--- config.mk ---
export PLATFORM = sky130hd
export DESIGN_NAME = rep_detector_seq
export DESIGN_NICKNAME = d
export VERILOG_FILES = /design/src/rtl/rep_detector_seq.sv
export SDC_FILE = /design/constraint.sdc
export NUM_CORES = 1
export LEC_CHECK = 0
export CORE_ASPECT_RATIO = 2
export CORE_MARGIN = 2
export CORE_UTILIZATION = 45
export CTS_CLUSTER_SIZE = 24
export DETAILED_ROUTE_END_ITERATION = 12
export HOLD_SLACK_MARGIN = 0.06
export PLACE_DENSITY = 0.88
export SYNTH_ARGS = -nofsm -noshare
export SYNTH_HDL_FRONTEND = slang
export SYNTH_SLANG_ARGS = --single-unit
export TNS_END_PERCENT = 5
--- constraint.sdc ---
create_clock -name clk -period 3.15 [get_ports clk]
set_clock_uncertainty 0.1 [all_clocks]
set_input_delay 0.4725 -clock clk [delete_from_list [all_inputs] [get_ports clk]]
set_output_delay 0.4725 -clock clk [all_outputs]
set_load 0.02 [all_outputs]
--- src/rtl/rep_detector_seq.sv ---
// rep_detector_seq: job sequencer for repetition_detector (configure, gate N*R input groups, count outputs to done).
// Optional zero-group statistics counter enabled by defining REP_SEQ_STATS_EN.
module rep_detector_seq #(
  parameter int DATA_WIDTH = 8,
  parameter int GROUP_SIZE = 4,
  parameter int LOG_MAX_ITERS = 16,
  parameter int LOG_MAX_READS_PER_ITER = 16
) (
  input  logic                                        clk,
  input  logic                                        rst,
  input  logic                                        start,
  input  logic [LOG_MAX_ITERS-1:0]                    cfg_num_iters,
  input  logic [LOG_MAX_READS_PER_ITER-1:0]           cfg_num_reads_per_iter,
  output logic                                        busy,
  output logic                                        done,
  output logic                                        err_cfg,
  output logic [LOG_MAX_ITERS-1:0]                    cur_iter,
  input  logic                                        s_valid,
  input  logic [GROUP_SIZE*DATA_WIDTH-1:0]            s_data,
  output logic                                        s_avail,
  output logic                                        rd_configure,
  output logic [LOG_MAX_ITERS-1:0]                    rd_num_iters,
  output logic [LOG_MAX_READS_PER_ITER-1:0]           rd_num_reads_per_iter,
  output logic [GROUP_SIZE*DATA_WIDTH-1:0]            rd_data,
  output logic                                        rd_valid,
  input  logic                                        rd_avail,
  input  logic                                        mon_valid,
  input  logic                                        mon_avail,
  input  logic [GROUP_SIZE-1:0]                       mon_zero_info,
  output logic [LOG_MAX_ITERS+LOG_MAX_READS_PER_ITER-1:0] stats_zero_groups
);
  localparam logic [LOG_MAX_ITERS-1:0] ONE_I = 1;
  localparam logic [LOG_MAX_READS_PER_ITER-1:0] ONE_R = 1;
  typedef enum logic [2:0] {IDLE, CONFIG, RUN, DRAIN, DONE} state_t;
  state_t state;
  logic [LOG_MAX_ITERS-1:0] in_iter, out_iter;
  logic [LOG_MAX_READS_PER_ITER-1:0] in_read, out_read;
  logic run, in_xfer, out_xfer, in_wrap, out_wrap, in_iter_end, out_iter_end, in_last, out_last;
  assign run = state == RUN;
  assign in_xfer = run && s_valid && rd_avail;
  assign out_xfer = (run || state == DRAIN) && mon_valid && mon_avail;
  assign in_wrap = in_read == rd_num_reads_per_iter - ONE_R;
  assign out_wrap = out_read == rd_num_reads_per_iter - ONE_R;
  assign in_iter_end = in_iter == rd_num_iters - ONE_I;
  assign out_iter_end = out_iter == rd_num_iters - ONE_I;
  assign in_last = in_xfer && in_wrap && in_iter_end;
  assign out_last = out_xfer && out_wrap && out_iter_end;
  assign s_avail = run && rd_avail;
  assign rd_valid = run && s_valid;
  assign rd_data = run ? s_data : '0;
  assign cur_iter = in_iter;
  always_ff @(posedge clk) begin
    if (rst) begin
      state <= IDLE;
      {busy, done, err_cfg, rd_configure} <= '0;
      rd_num_iters <= '0;
      rd_num_reads_per_iter <= '0;
      in_iter <= '0;
      in_read <= '0;
      out_iter <= '0;
      out_read <= '0;
    end else begin
      rd_configure <= 1'b0;
      err_cfg <= 1'b0;
      done <= 1'b0;
      // nested counters wrap back to 0 at the job end so cur_iter reads 0 once idle again
      if (in_xfer) begin
        in_read <= in_wrap ? '0 : in_read + ONE_R;
        if (in_wrap) in_iter <= in_iter_end ? '0 : in_iter + ONE_I;
      end
      if (out_xfer) begin
        out_read <= out_wrap ? '0 : out_read + ONE_R;
        if (out_wrap) out_iter <= out_iter_end ? '0 : out_iter + ONE_I;
      end
      case (state)
        IDLE: if (start) begin
          if (cfg_num_iters != '0 && cfg_num_reads_per_iter != '0) begin
            rd_num_iters <= cfg_num_iters;
            rd_num_reads_per_iter <= cfg_num_reads_per_iter;
            rd_configure <= 1'b1;
            busy <= 1'b1;
            state <= CONFIG;
          end else err_cfg <= 1'b1;
        end
        CONFIG: begin
          in_iter <= '0;
          in_read <= '0;
          out_iter <= '0;
          out_read <= '0;
          state <= RUN;
        end
        RUN, DRAIN: if (out_last) begin
          busy <= 1'b0;
          done <= 1'b1;
          state <= DONE;
        end else if (in_last) state <= DRAIN;
        default: state <= IDLE;
      endcase
    end
  end
`ifdef REP_SEQ_STATS_EN
  localparam logic [LOG_MAX_ITERS+LOG_MAX_READS_PER_ITER-1:0] ONE_S = 1;
  always_ff @(posedge clk) begin
    if (rst || state == CONFIG) stats_zero_groups <= '0;
    else if (out_xfer && &mon_zero_info) stats_zero_groups <= stats_zero_groups + ONE_S;
  end
`else
  logic unused_zero_info;
  assign unused_zero_info = ^mon_zero_info;
  assign stats_zero_groups = '0;
`endif
endmodule
==> summary.txt <==
Root buffer cell: clkbuf_16
Setup slack after layout: -0.04757 ns
CTS tree: yes
Cell area after placement: 9478 um2
DR vias/cell: 5.902
Hold slack: 0.4154 ns
Post-Syn Area: 7331 um2
Final std cells w/o fill: 1,310
Initial drt markers: 616
Nets: 1,182
Asr flop ratio synth: 0%
R2R Setup Slk: -0.05 ns
# rows: 66
Net Sw Frac: 36.06%
Worst-path clk slew: 0.07 ns
Drt drc: 0
Slew Limit Fails: 0
Leak: 3.812 nW
Post-synth EDFFs: 0
Share of cells above drive strength 1: 18.35%
Met3 WL: 2108 um
First-pass GRT wire length: 38,380 um
Slew @ Worst Pin: 0.8374 ns
CP endpoint kind: flip-flop
Min Clock Period, post-route: 3.198 ns
Core Box Area: 16,100 um2
Die area: 17,390 um2
Predominant post-synthesis flop cell: dfxtp_1
Multi-input gate area: 5042 um2
Top Layer Used: met4
Initial antenna violation count: 0
WS Path Type: reg2reg
Syn Area/Cell: 8.173 um2
Status: finished, violations left
Combinational fraction of design power: 39.4%
Sequential fraction of the synthesis area: 28.13%
CTS Buf Count: 9
Post-Route M1 WL: 9488 um
Placed insts: 1,288
Worst ir drop on vdd: 0.0003092 V
Gr ovfl total: 0
Internal: 2.609 mW
DR vias: 7,732
Area leader, netlist: dfxtp_1
Sw Pwr: 1.471 mW
Fmax: 312.7 MHz
First-pass detailed-route iteration total: 7
IO buf count: 156
CTS max path bufs: 2
Area Growth Syn to Fin: 37.33%
Die Ht: 184.5 um
Netlist cell types: 83
Failing checks: setup timing
Initial core utilization: 45.52%
Pwr/cell area: 405.3 nW/um2
Worst min path class: reg2reg
Total Power: 4.081 mW
Synthesis Warnings: 0
Hold buffers post-CTS: 0
Setup TNS: -0.08170 ns
Synthesized flop and latch total: 103
IO Pins: 193
Length of routed met2 wiring: 12,490 um
Sequential standard cell area: 2066 um2
Top cells by area, synth: dfxtp_1 28%, xnor2_1 7.5%, nand2_1 5.6%
Clock Latency Late Sink: 0.36 ns
Vias in the first global route: 7,788
Final setup viols: 5
Tcrit/Tclk final: 101.5%
FILL cells: 1,264
H-tree levels: 3
Clock share of power: 26.8%
Die Width: 94.25 um
Sink Count: 103
HPWL after detailed placement: 18,360 um
RSZ-0062 raised after global routing: true
CP startpoint kind: flip-flop
GRT Total Usage: 27.73%
Rel. slew slack: 44.11%
Largest net degree at the start of global routing: 39
Post-route ant nets: 0
Synth Instances: 897
Wirelength, routed: 25,010 um
Largest fanout on the critical path: 8
Fin area: 10,070 um2
Critical Path RT: 3.30 ns
Synth top area share: 28.13%
Routed wire per std cell: 19.09 um
Final Hold Fails: 0
Sequential share of power: 33.8%
N_diodes: 0
Max Cap Violations: 0
RePlAce Congestion: 0.9542
Critical path arrival: 3.34 ns
[metrics by stage]
step                      util [%]  setup slack (ns)
after CTS                    61.10        -0.0006473
after detailed placement     58.86           -0.2135
after global routing         62.52           -0.1397
after global placement       58.86          -0.09527
after floorplan                  -          -0.08183
final                        62.52          -0.04757
[cells by family (layout without fill, tap and decap cells)]
kind of cell	count (synthesis)	after routing	share of synthesized area [%]
and+or+nand+nor	433	434	34.65
AOI/OAI and AO/OA	125	125	11.71
xor gates and xnor gates	115	115	15.07
buffers and inverters	109	286	8.653
DFF	103	103	28.13
adders and majority gates	6	6	1.024
muxes	5	5	0.7168
other	1	32	0.05115
[sequential cells by signal, summed over array words and instances (netlist names)]
signal / cells
busy: 1
cur_iter: 16
done: 1
err_cfg: 1
in_read: 16
out_iter: 16
out_read: 16
rd_configure: 1
rd_num_iters: 16
rd_num_reads_per_iter: 16
state: 3
[cells in the mapped netlist (all sizes together), types with 23 or more instances]
cell type	count
nor2	79
nand2	111
nor4	33
dfxtp	103
and2	38
xnor2	63
nand3	34
clkbuf	32
buf	55
nand4	31
a21oi	54
xor2	45
nor3	23
[final timing paths]
path / start / end / cells past startpoint
setup / recovery: rd_num_reads_per_iter[0] / cur_iter[12] / 13
hold / removal: state[1] / state[1] / 2
setup reg to reg: rd_num_reads_per_iter[0] / cur_iter[12] / 13
hold reg to reg: state[1] / state[1] / 2
[routing by layer]
layer  GRT usage, %  vias to the layer above
met3          4.988                       93
met1          33.32                     3655
li1               -                     3491
met4          9.913                        0
met2          48.69                      493
met5              0                        -
[power groups by stage]
stage | Clock, mW | Sequential [mW] | Combinational [mW]
finish | 1.09 | 1.38 | 1.61
global placement | 0 | 1.40 | 1.44
detailed placement | 0 | 1.41 | 1.47
CTS | 1.09 | 1.38 | 1.50
floorplan | 0 | 1.44 | 0.883
global route | 1.14 | 1.38 | 1.70
[final cells by class]
class,instances,share of cell area (%)
sequential,103,20.52
tap,204,2.535
multi-input combinational,717,50.09
inverter,22,0.8451
clock buffer,10,2.374
clock inverter,6,0.4474
timing repair buffer,248,23.19
[cell usage in the layout, fill, tap and decap left out, types with 5 or more instances in the layout]
cell               n
clkdlybuf4s50_1  156
nand2_1          110
dfxtp_1          102
buf_4             83
nor2_1            64
xnor2_1           62
a21oi_1           46
xor2_1            45
and2_1            38
nand3_1           33
conb_1            32
nand4_1           29
inv_1             20
nor4_1            16
o21ai_0           16
and3_1            14
nor4_4            13
nor2_2            11
nor3_1            10
clkbuf_16         10
or4_1              8
nor3_2             8
a21oi_2            8
or4_4              7
nor3b_1            7
or3_1              7
xnor3_1            6
nor2b_1            6
o31ai_1            6
nor3_4             5
nand3b_1           5
and4_1             5
ha_1               5
[what timing repair did]
item,4_1_cts,5_1_grt
setup buffers,2,2
cloned,1,1
setup endpoints to repair,44,65
pin swaps,6,20
gates resized for setup,8,32
[worst max-delay path, stage by stage (launching register included)]
cell       delay [ns]
dfxtp_4          0.36
inv_4            0.05
ha_4             0.11
or4b_4           0.53
buf_6            0.16
nor3_4           0.18
buf_4            0.14
o21a_1           0.12
o2111ai_2        0.13
or4_4            0.57
buf_12           0.19
nor4_4           0.23
xnor2_1          0.17
nor2_2           0.04
(Power assumes the default switching activity.)
